## src/rtl/led_fade_pwm.sv

```systemverilog
`default_nettype none
// +--------------------------------------------------------------------------+
// | led_fade_pwm : per-LED brightness ramp rendered through a shared PWM     |
// | Revision     : 1.0                                                       |
// +--------------------------------------------------------------------------+
module led_fade_pwm #(
    parameter int CHANNELS   = 5,
    parameter int PWM_BITS   = 8,
    parameter int FADE_DIV   = 12_000,
    parameter int ACTIVE_LOW = 0
) (
    input  logic                CLK,
    input  logic                RST_N,
    input  logic [CHANNELS-1:0] LED_REQ,
    output logic [CHANNELS-1:0] LED_OUT,
    output logic                BUSY
);

    localparam int                  PRE_W    = (FADE_DIV > 1) ? $clog2(FADE_DIV) : 1;
    localparam logic [PRE_W-1:0]    PRE_LAST = PRE_W'(FADE_DIV - 1);
    localparam logic [PWM_BITS-1:0] MAX      = {PWM_BITS{1'b1}};
    localparam logic [PWM_BITS-1:0] PWM_LAST = {{(PWM_BITS-1){1'b1}}, 1'b0};
    localparam logic                INV      = (ACTIVE_LOW != 0);

    logic [CHANNELS-1:0] req_q, req_d;
    logic [PRE_W-1:0]    pre_q, pre_d;
    logic [PWM_BITS-1:0] pwm_cnt_q, pwm_cnt_d;
    logic [PWM_BITS-1:0] level_q [CHANNELS];
    logic [PWM_BITS-1:0] level_d [CHANNELS];
    logic [PWM_BITS-1:0] duty_q  [CHANNELS];
    logic [PWM_BITS-1:0] duty_d  [CHANNELS];
    logic [CHANNELS-1:0] led_out_q, led_out_d;
    logic                busy_q, busy_d;
    logic                tick;
    logic                pwm_last;

    always_comb begin
        tick      = (pre_q == PRE_LAST);
        pwm_last  = (pwm_cnt_q == PWM_LAST);
        req_d     = LED_REQ;
        pre_d     = tick ? '0 : pre_q + PRE_W'(1);
        pwm_cnt_d = pwm_last ? '0 : pwm_cnt_q + PWM_BITS'(1);
        busy_d    = 1'b0;
        led_out_d = '0;
        for (int i = 0; i < CHANNELS; i++) begin
            level_d[i] = level_q[i];
            // Duty only moves at a period boundary so a period is never split.
            duty_d[i]    = pwm_last ? level_q[i] : duty_q[i];
            led_out_d[i] = (pwm_cnt_q < duty_q[i]) ^ INV;
            if (level_q[i] != (req_q[i] ? MAX : '0)) begin
                busy_d = 1'b1;
            end
            if (tick) begin
                if (req_q[i] && (level_q[i] != MAX)) begin
                    level_d[i] = level_q[i] + PWM_BITS'(1);
                end else if (!req_q[i] && (level_q[i] != '0)) begin
                    level_d[i] = level_q[i] - PWM_BITS'(1);
                end
            end
        end
    end

    always_ff @(posedge CLK or negedge RST_N) begin
        if (!RST_N) begin
            req_q     <= '0;
            pre_q     <= '0;
            pwm_cnt_q <= '0;
            led_out_q <= {CHANNELS{INV}};
            busy_q    <= 1'b0;
            for (int i = 0; i < CHANNELS; i++) begin
                level_q[i] <= '0;
                duty_q[i]  <= '0;
            end
        end else begin
            req_q     <= req_d;
            pre_q     <= pre_d;
            pwm_cnt_q <= pwm_cnt_d;
            led_out_q <= led_out_d;
            busy_q    <= busy_d;
            for (int i = 0; i < CHANNELS; i++) begin
                level_q[i] <= level_d[i];
                duty_q[i]  <= duty_d[i];
            end
        end
    end

    assign LED_OUT = led_out_q;
    assign BUSY    = busy_q;

endmodule
`default_nettype wire

```

## config.mk

```make
export PLATFORM = sky130hd
export DESIGN_NAME = led_fade_pwm
export DESIGN_NICKNAME = d
export VERILOG_FILES = /design/src/rtl/led_fade_pwm.sv
export SDC_FILE = /design/constraint.sdc
export NUM_CORES = 1
export LEC_CHECK = 0
export CORE_AREA = 2 2 131 133
export CTS_CLUSTER_DIAMETER = 80
export DETAILED_ROUTE_END_ITERATION = 8
export DIE_AREA = 0 0 133 135
export SYNTH_ARGS = -nofsm -noshare
export SYNTH_HDL_FRONTEND = slang
export SYNTH_SLANG_ARGS = --single-unit
```

## constraint.sdc

```tcl
create_clock -name CLK -period 7.8 [get_ports CLK]
set_input_delay 1.95 -clock CLK [delete_from_list [all_inputs] [get_ports CLK]]
set_output_delay 1.95 -clock CLK [all_outputs]
set_load 0.03 [all_outputs]
```

# [After elaboration in Yosys (flattened, before gate mapping)]
# Cells that the tools add are included.
[totals] regBits=113 output_inout_bits=6 wordCells=96
[op_classes] n_addsub=12 eq_ne=12 muxes=22 n_lt_le_gt_ge=5 reduce_logical=30
[ops] operator="2-to-1 mux 8 bit" count=16
[ops] operator="adder 8 x 1 -> 8 bit, second input constant" count=6
[ops] operator="less-than comparator 8 bit" count=5
[ops] operator="inequality test 8 bit" count=5
[ops] operator="inequality test 8 bit, second input constant" count=5
[ops] operator="nonzero test 8 bit" count=5
[ops] operator="subtractor 8 x 1 -> 8 bit, second input constant" count=5
[ops] operator="adder 14 x 1 -> 14 bit, second input constant" count=1
[ops] operator="equality test 14 bit, second input constant" count=1
[ops] operator="2-to-1 mux 14 bit" count=1
[ops] operator="logical AND 1 bit" count=10
[ops] operator="AND reduction 2 bit" count=5
[ops] operator="nonzero test 2 bit" count=5
[ops] operator="equality test 8 bit, second input constant" count=1
[ops] operator="logical NOT 1 bit" count=5
[ops] operator="2-to-1 mux 1 bit" count=5

# [Logic depth before layout (Yosys ltp)]
[depth] depth_word=7 depth_mapped=8

# [Least setup slack after synthesis]
# Ideal clock, no wire load.
[synth_path] path_kind="reg-to-reg" startpoint="register level_q[32] (netlist name)" endpoint="register level_q[38] (netlist name)" path_slack_ns=5.148 required_ns=7.675 period_less_slack_ns=2.652 arrival_ns=2.527 path_stages_with_launch=9 cell_sequence="dfrtp_1 -> nand4_1 -> o21ai_0 -> ha_1 -> a21o_1 -> a311o_1 -> a21oi_1 -> xnor2_1 -> mux2_2"
[synth_via] elab_chain_len=4 elab_cells_between_ends=10 cone_classes="add/sub (2); eq/ne (1); mux (2); reduce/logical (5)"
[synth_rtl] element="from (decl)" line_no="28" source="logic [PWM_BITS-1:0] level_q [CHANNELS];"
[synth_rtl] element="from (signal, indexed assignment)" line_no="81" source="level_q[i] <= level_d[i];"
[synth_rtl] element="branches (longest 4 deep; another with subtractor 8 x 1 -> 8 bit)"
# Several ways; the timed one is not identified. The select of a mux whose other input is x is not followed.
# A chain may end at the register's enable or synchronous reset.

# [Worst setup path in the final report]
[layout_path] startpoint="register busy_q, in the netlist BUSY" endpoint="output BUSY"
[layout_rtl] element="from (decl)" line_no="33" source="logic busy_q, busy_d;"
[layout_rtl] element="from (signal assigned)" line_no="79" source="busy_q <= busy_d;"
[layout_rtl] element="to (decl)" line_no="16" source="output logic BUSY"
# No word-level cell between the ends.

==> out/metrics.yaml <==
synthesis.yosys.warnings: 0
switching_share_of_total_power_pct: 20.8
track_usage_pct: 15.4
reg2reg_to: "level_q[38]$_DFFE_PN0P_"
boundaryPins: 13
hold_buf_count_cts: 0
fin_hold_ws_ns: 0.503
required_ns: 5.85
hold_path.startpoint: "pre_q[4]$_DFF_PN0_"
overflow: 0
pin_count_of_the_biggest_net_entering_global_routing: 72
ys_types: 41
cts_setup_buffers: 0
detail_route.first_pass.iterations: 4
clk_root_buffer_cell: "sky130_fd_sc_hd__clkbuf_16"
final-setup-viol-count: 0
report.final.slew_viol_count: 0
leakagePower_nw: 3.51
die_area_um2: 18000
report.final.hold_viol_count: 0
wirelength_per_cell_um: 14.3
rsz0062_at_grt: "false"
fin_crit_sh_pct: 43.0
drc: 0
diodes: 0
final.setup.tns_ns: 0
cell_internal_pwr_mw: 1.09
synthFlopType: "sky130_fd_sc_hd__dfrtp_1"
finClkSkew_ns: 0.00834
htree_levels: 4
slew_headroom_pct: 30.8
synth_enable_flop_cells: 0
timing.critical_path.max_delay_family: "buffers and inverters"
syn_nets: 712
die_h_um: 135
syn_area_um2: 6530
number_of_clock_sinks: 113
layout-area-overhead-vs-synth_pct: 14.5
tightestPinTransition_ns: 1.03
cts_buffer_depth: 2
grt_pass1_vias: 4666
start_util_pct: 39.8
postSynth.asyncResetShare_pct: 100
quantity_of_gates_resized_following_cts: 0
layout.cell_area.non_filler_um2: 7470
place_congestion: 0.767
tritoncts: "done"
grt_pass1_wl_um: 22100
n_fill_cell: 1512
arrival_ns: 1.41
hold_end: "pre_q[4]$_DFF_PN0_"
die_width_um: 133
hp-class: "reg -> reg"
hold-path-cell-count: 1
clockPowerShare_pct: 54.1
via_count: 4568
reg2reg_setup_slack_ns: 4.77
ir_drop_mv: 0.168
clkSlewWorstSetupHoldPaths_ns: 0.05
number_of_cell_instances_on_the_worst_register_to_register_path: 8
total_switching_power_mw: 0.287
synth_seq_cells: 113
synthesis.instances: 632
clock_insertion_delay_worst_skew_ns: 0.41
power.density_nw_per_um2: 184
cts_buffers: 17
cp_max_fo: 1
worst_path_largest_cell_delay_ns: 0.66
fmaxAchievable_mhz: 298
wl_um: 12700
number_of_nets_in_the_finished_design: 734
cp.buffers_inverters: 1
criticalPathCategory: "reg -> out"
core_area_um2: 16400
core.rowCount: 47
seq_pwr_share_pct: 42.9
timing.critical_path.to_type: "output pin"
input_output_buffers: 12
antenna_found_initial: 0
postRouteAntennaNets: 0
cp-start-kind: "flop"
comb_power_share_pct: 3.1
detailedPlacementHpwl_um: 8880
maximum_capacitance_violations: 0
critPathSlowestCell: "sky130_fd_sc_hd__clkdlybuf4s50_1"
postSynthAreaPerCell_um2: 10.3
final_layout_size_suffix_gt1_share_pct: 12.0
detailed_place.area_um2: 6890
detail_route.iter0.violations: 226
crit_chain: "clkdlybuf4s50_1"
result_of_the_run: "completed"
r2r_start: "level_q[32]$_DFFE_PN0P_"
timing.final.crit_period_ns: 3.36
synth-seq-area-share_pct: 43.3
viasPerCell: 5.16
[through the flow]
stage               total power, mW  utilization, %  worst slack, ns  cells
global placement              0.641            42.0             4.47    855
finish                         1.38            45.6             4.44    886
floorplan                     0.622               -             5.15    632
global route                   1.43            45.6             4.39    886
detailed placement            0.643            42.0             4.41    855
CTS                            1.40            45.6             4.41    886
[power groups by stage]
stage	combinational [mW]	clock, mW	sequential (mW)
floorplan	0.0221	0	0.600
global placement	0.0410	0	0.600
detailed placement	0.0432	0	0.600
CTS	0.0434	0.766	0.590
global route	0.0485	0.793	0.590
finish	0.0422	0.745	0.590
[metal layers]
layer | GRT usage [%] | share of wire, % | vias up
met5 | 0 | 0 | -
met4 | 5.08 | 1.5 | 0
met3 | 3.83 | 2.5 | 16
met1 | 20.1 | 48 | 2221
met2 | 25.2 | 48 | 42
li1 | - | - | 2289
[placed cells by master, fill, tap and decap left out, types with 10 or more instances in the layout]
cell                              Yosys  routed
sky130_fd_sc_hd__nand2_1             62      62
sky130_fd_sc_hd__nand3_1             14      14
sky130_fd_sc_hd__ha_1                68      68
sky130_fd_sc_hd__a21o_1              18      18
sky130_fd_sc_hd__nor2_1              22      21
sky130_fd_sc_hd__o21ai_0             53      53
sky130_fd_sc_hd__a21oi_1             39      39
sky130_fd_sc_hd__clkbuf_16            0      17
sky130_fd_sc_hd__dfrtp_1            113     113
sky130_fd_sc_hd__clkdlybuf4s50_1      0      11
sky130_fd_sc_hd__xnor2_1             22      22
sky130_fd_sc_hd__nand4_1             13      13
sky130_fd_sc_hd__nor4_1              10      10
sky130_fd_sc_hd__inv_1               47      47
sky130_fd_sc_hd__xor2_1              28      28
sky130_fd_sc_hd__mux2_2              36      36
[synth_stat cells (4+ instances only)]
cell                       number  area (µm²)
sky130_fd_sc_hd__nand2b_1       8        50.1
sky130_fd_sc_hd__a211oi_1       4        30.0
sky130_fd_sc_hd__o21a_1         4        30.0
sky130_fd_sc_hd__mux2_2        36         405
sky130_fd_sc_hd__dfrtp_1      113        2830
sky130_fd_sc_hd__o21bai_1       5        37.5
sky130_fd_sc_hd__a21o_1        18         135
sky130_fd_sc_hd__a21oi_1       39         195
sky130_fd_sc_hd__nor2_1        22        82.6
sky130_fd_sc_hd__mux2i_1        4        40.0
sky130_fd_sc_hd__xnor2_1       22         193
sky130_fd_sc_hd__nand3_1       14        70.1
sky130_fd_sc_hd__nand2_1       62         233
sky130_fd_sc_hd__nand4_1       13        81.3
sky130_fd_sc_hd__nor2_2         4        25.0
sky130_fd_sc_hd__o21ai_0       53         265
sky130_fd_sc_hd__o31ai_1        8        60.1
sky130_fd_sc_hd__and3_1         9        56.3
sky130_fd_sc_hd__xor2_1        28         245
sky130_fd_sc_hd__inv_1         47         176
sky130_fd_sc_hd__fa_1           5         100
sky130_fd_sc_hd__clkbuf_1       8        30.0
sky130_fd_sc_hd__nor4_1        10        62.6
sky130_fd_sc_hd__ha_1          68         851
sky130_fd_sc_hd__a221oi_1       4        35.0
[cell type report]
type	count	area [µm²]	area share, %
clock buffers	20	467	6.24
inverters	47	176	2.36
well taps	220	275	3.68
flip-flops and latches	113	2830	37.8
repair buffers	14	133	1.77
multi-input cells	461	3480	46.6
clock inverters	11	113	1.51
[registers in the layout (all words and copies together), names as in the netlist]
name / cells
pwm_cnt_q: 8
duty_q: 40
level_q: 40
pre_q: 14
LED_OUT: 5
BUSY: 1
req_q: 5
[worst max-delay path by stage]
stage                             from                 endpoint  cells past startpoint
6_report                BUSY$_DFF_PN0_                     BUSY                      1
5_1_grt           LED_OUT[3]$_DFF_PN0_               LED_OUT[3]                      1
4_1_cts           LED_OUT[3]$_DFF_PN0_               LED_OUT[3]                      1
3_5_place_dp                     RST_N  level_q[34]$_DFFE_PN0P_                      2
3_3_place_gp                     RST_N  level_q[36]$_DFFE_PN0P_                      2
2_1_floorplan  level_q[32]$_DFFE_PN0P_  level_q[38]$_DFFE_PN0P_                      8
[cell families (layout without fill, tap and decap cells)]
group	count (synthesis)	count (layout)	synth area share [%]
AOI/OAI and AO/OA	143	143	13.2
adders and majority gates	73	73	14.6
xor gates and xnor gates	50	50	6.71
DFF	113	113	43.3
and+or+nand+nor	155	155	11.9
buffers and inverters	58	92	3.41
muxes	40	40	6.83
No activity file was read; power rests on OpenSTA's default activity.
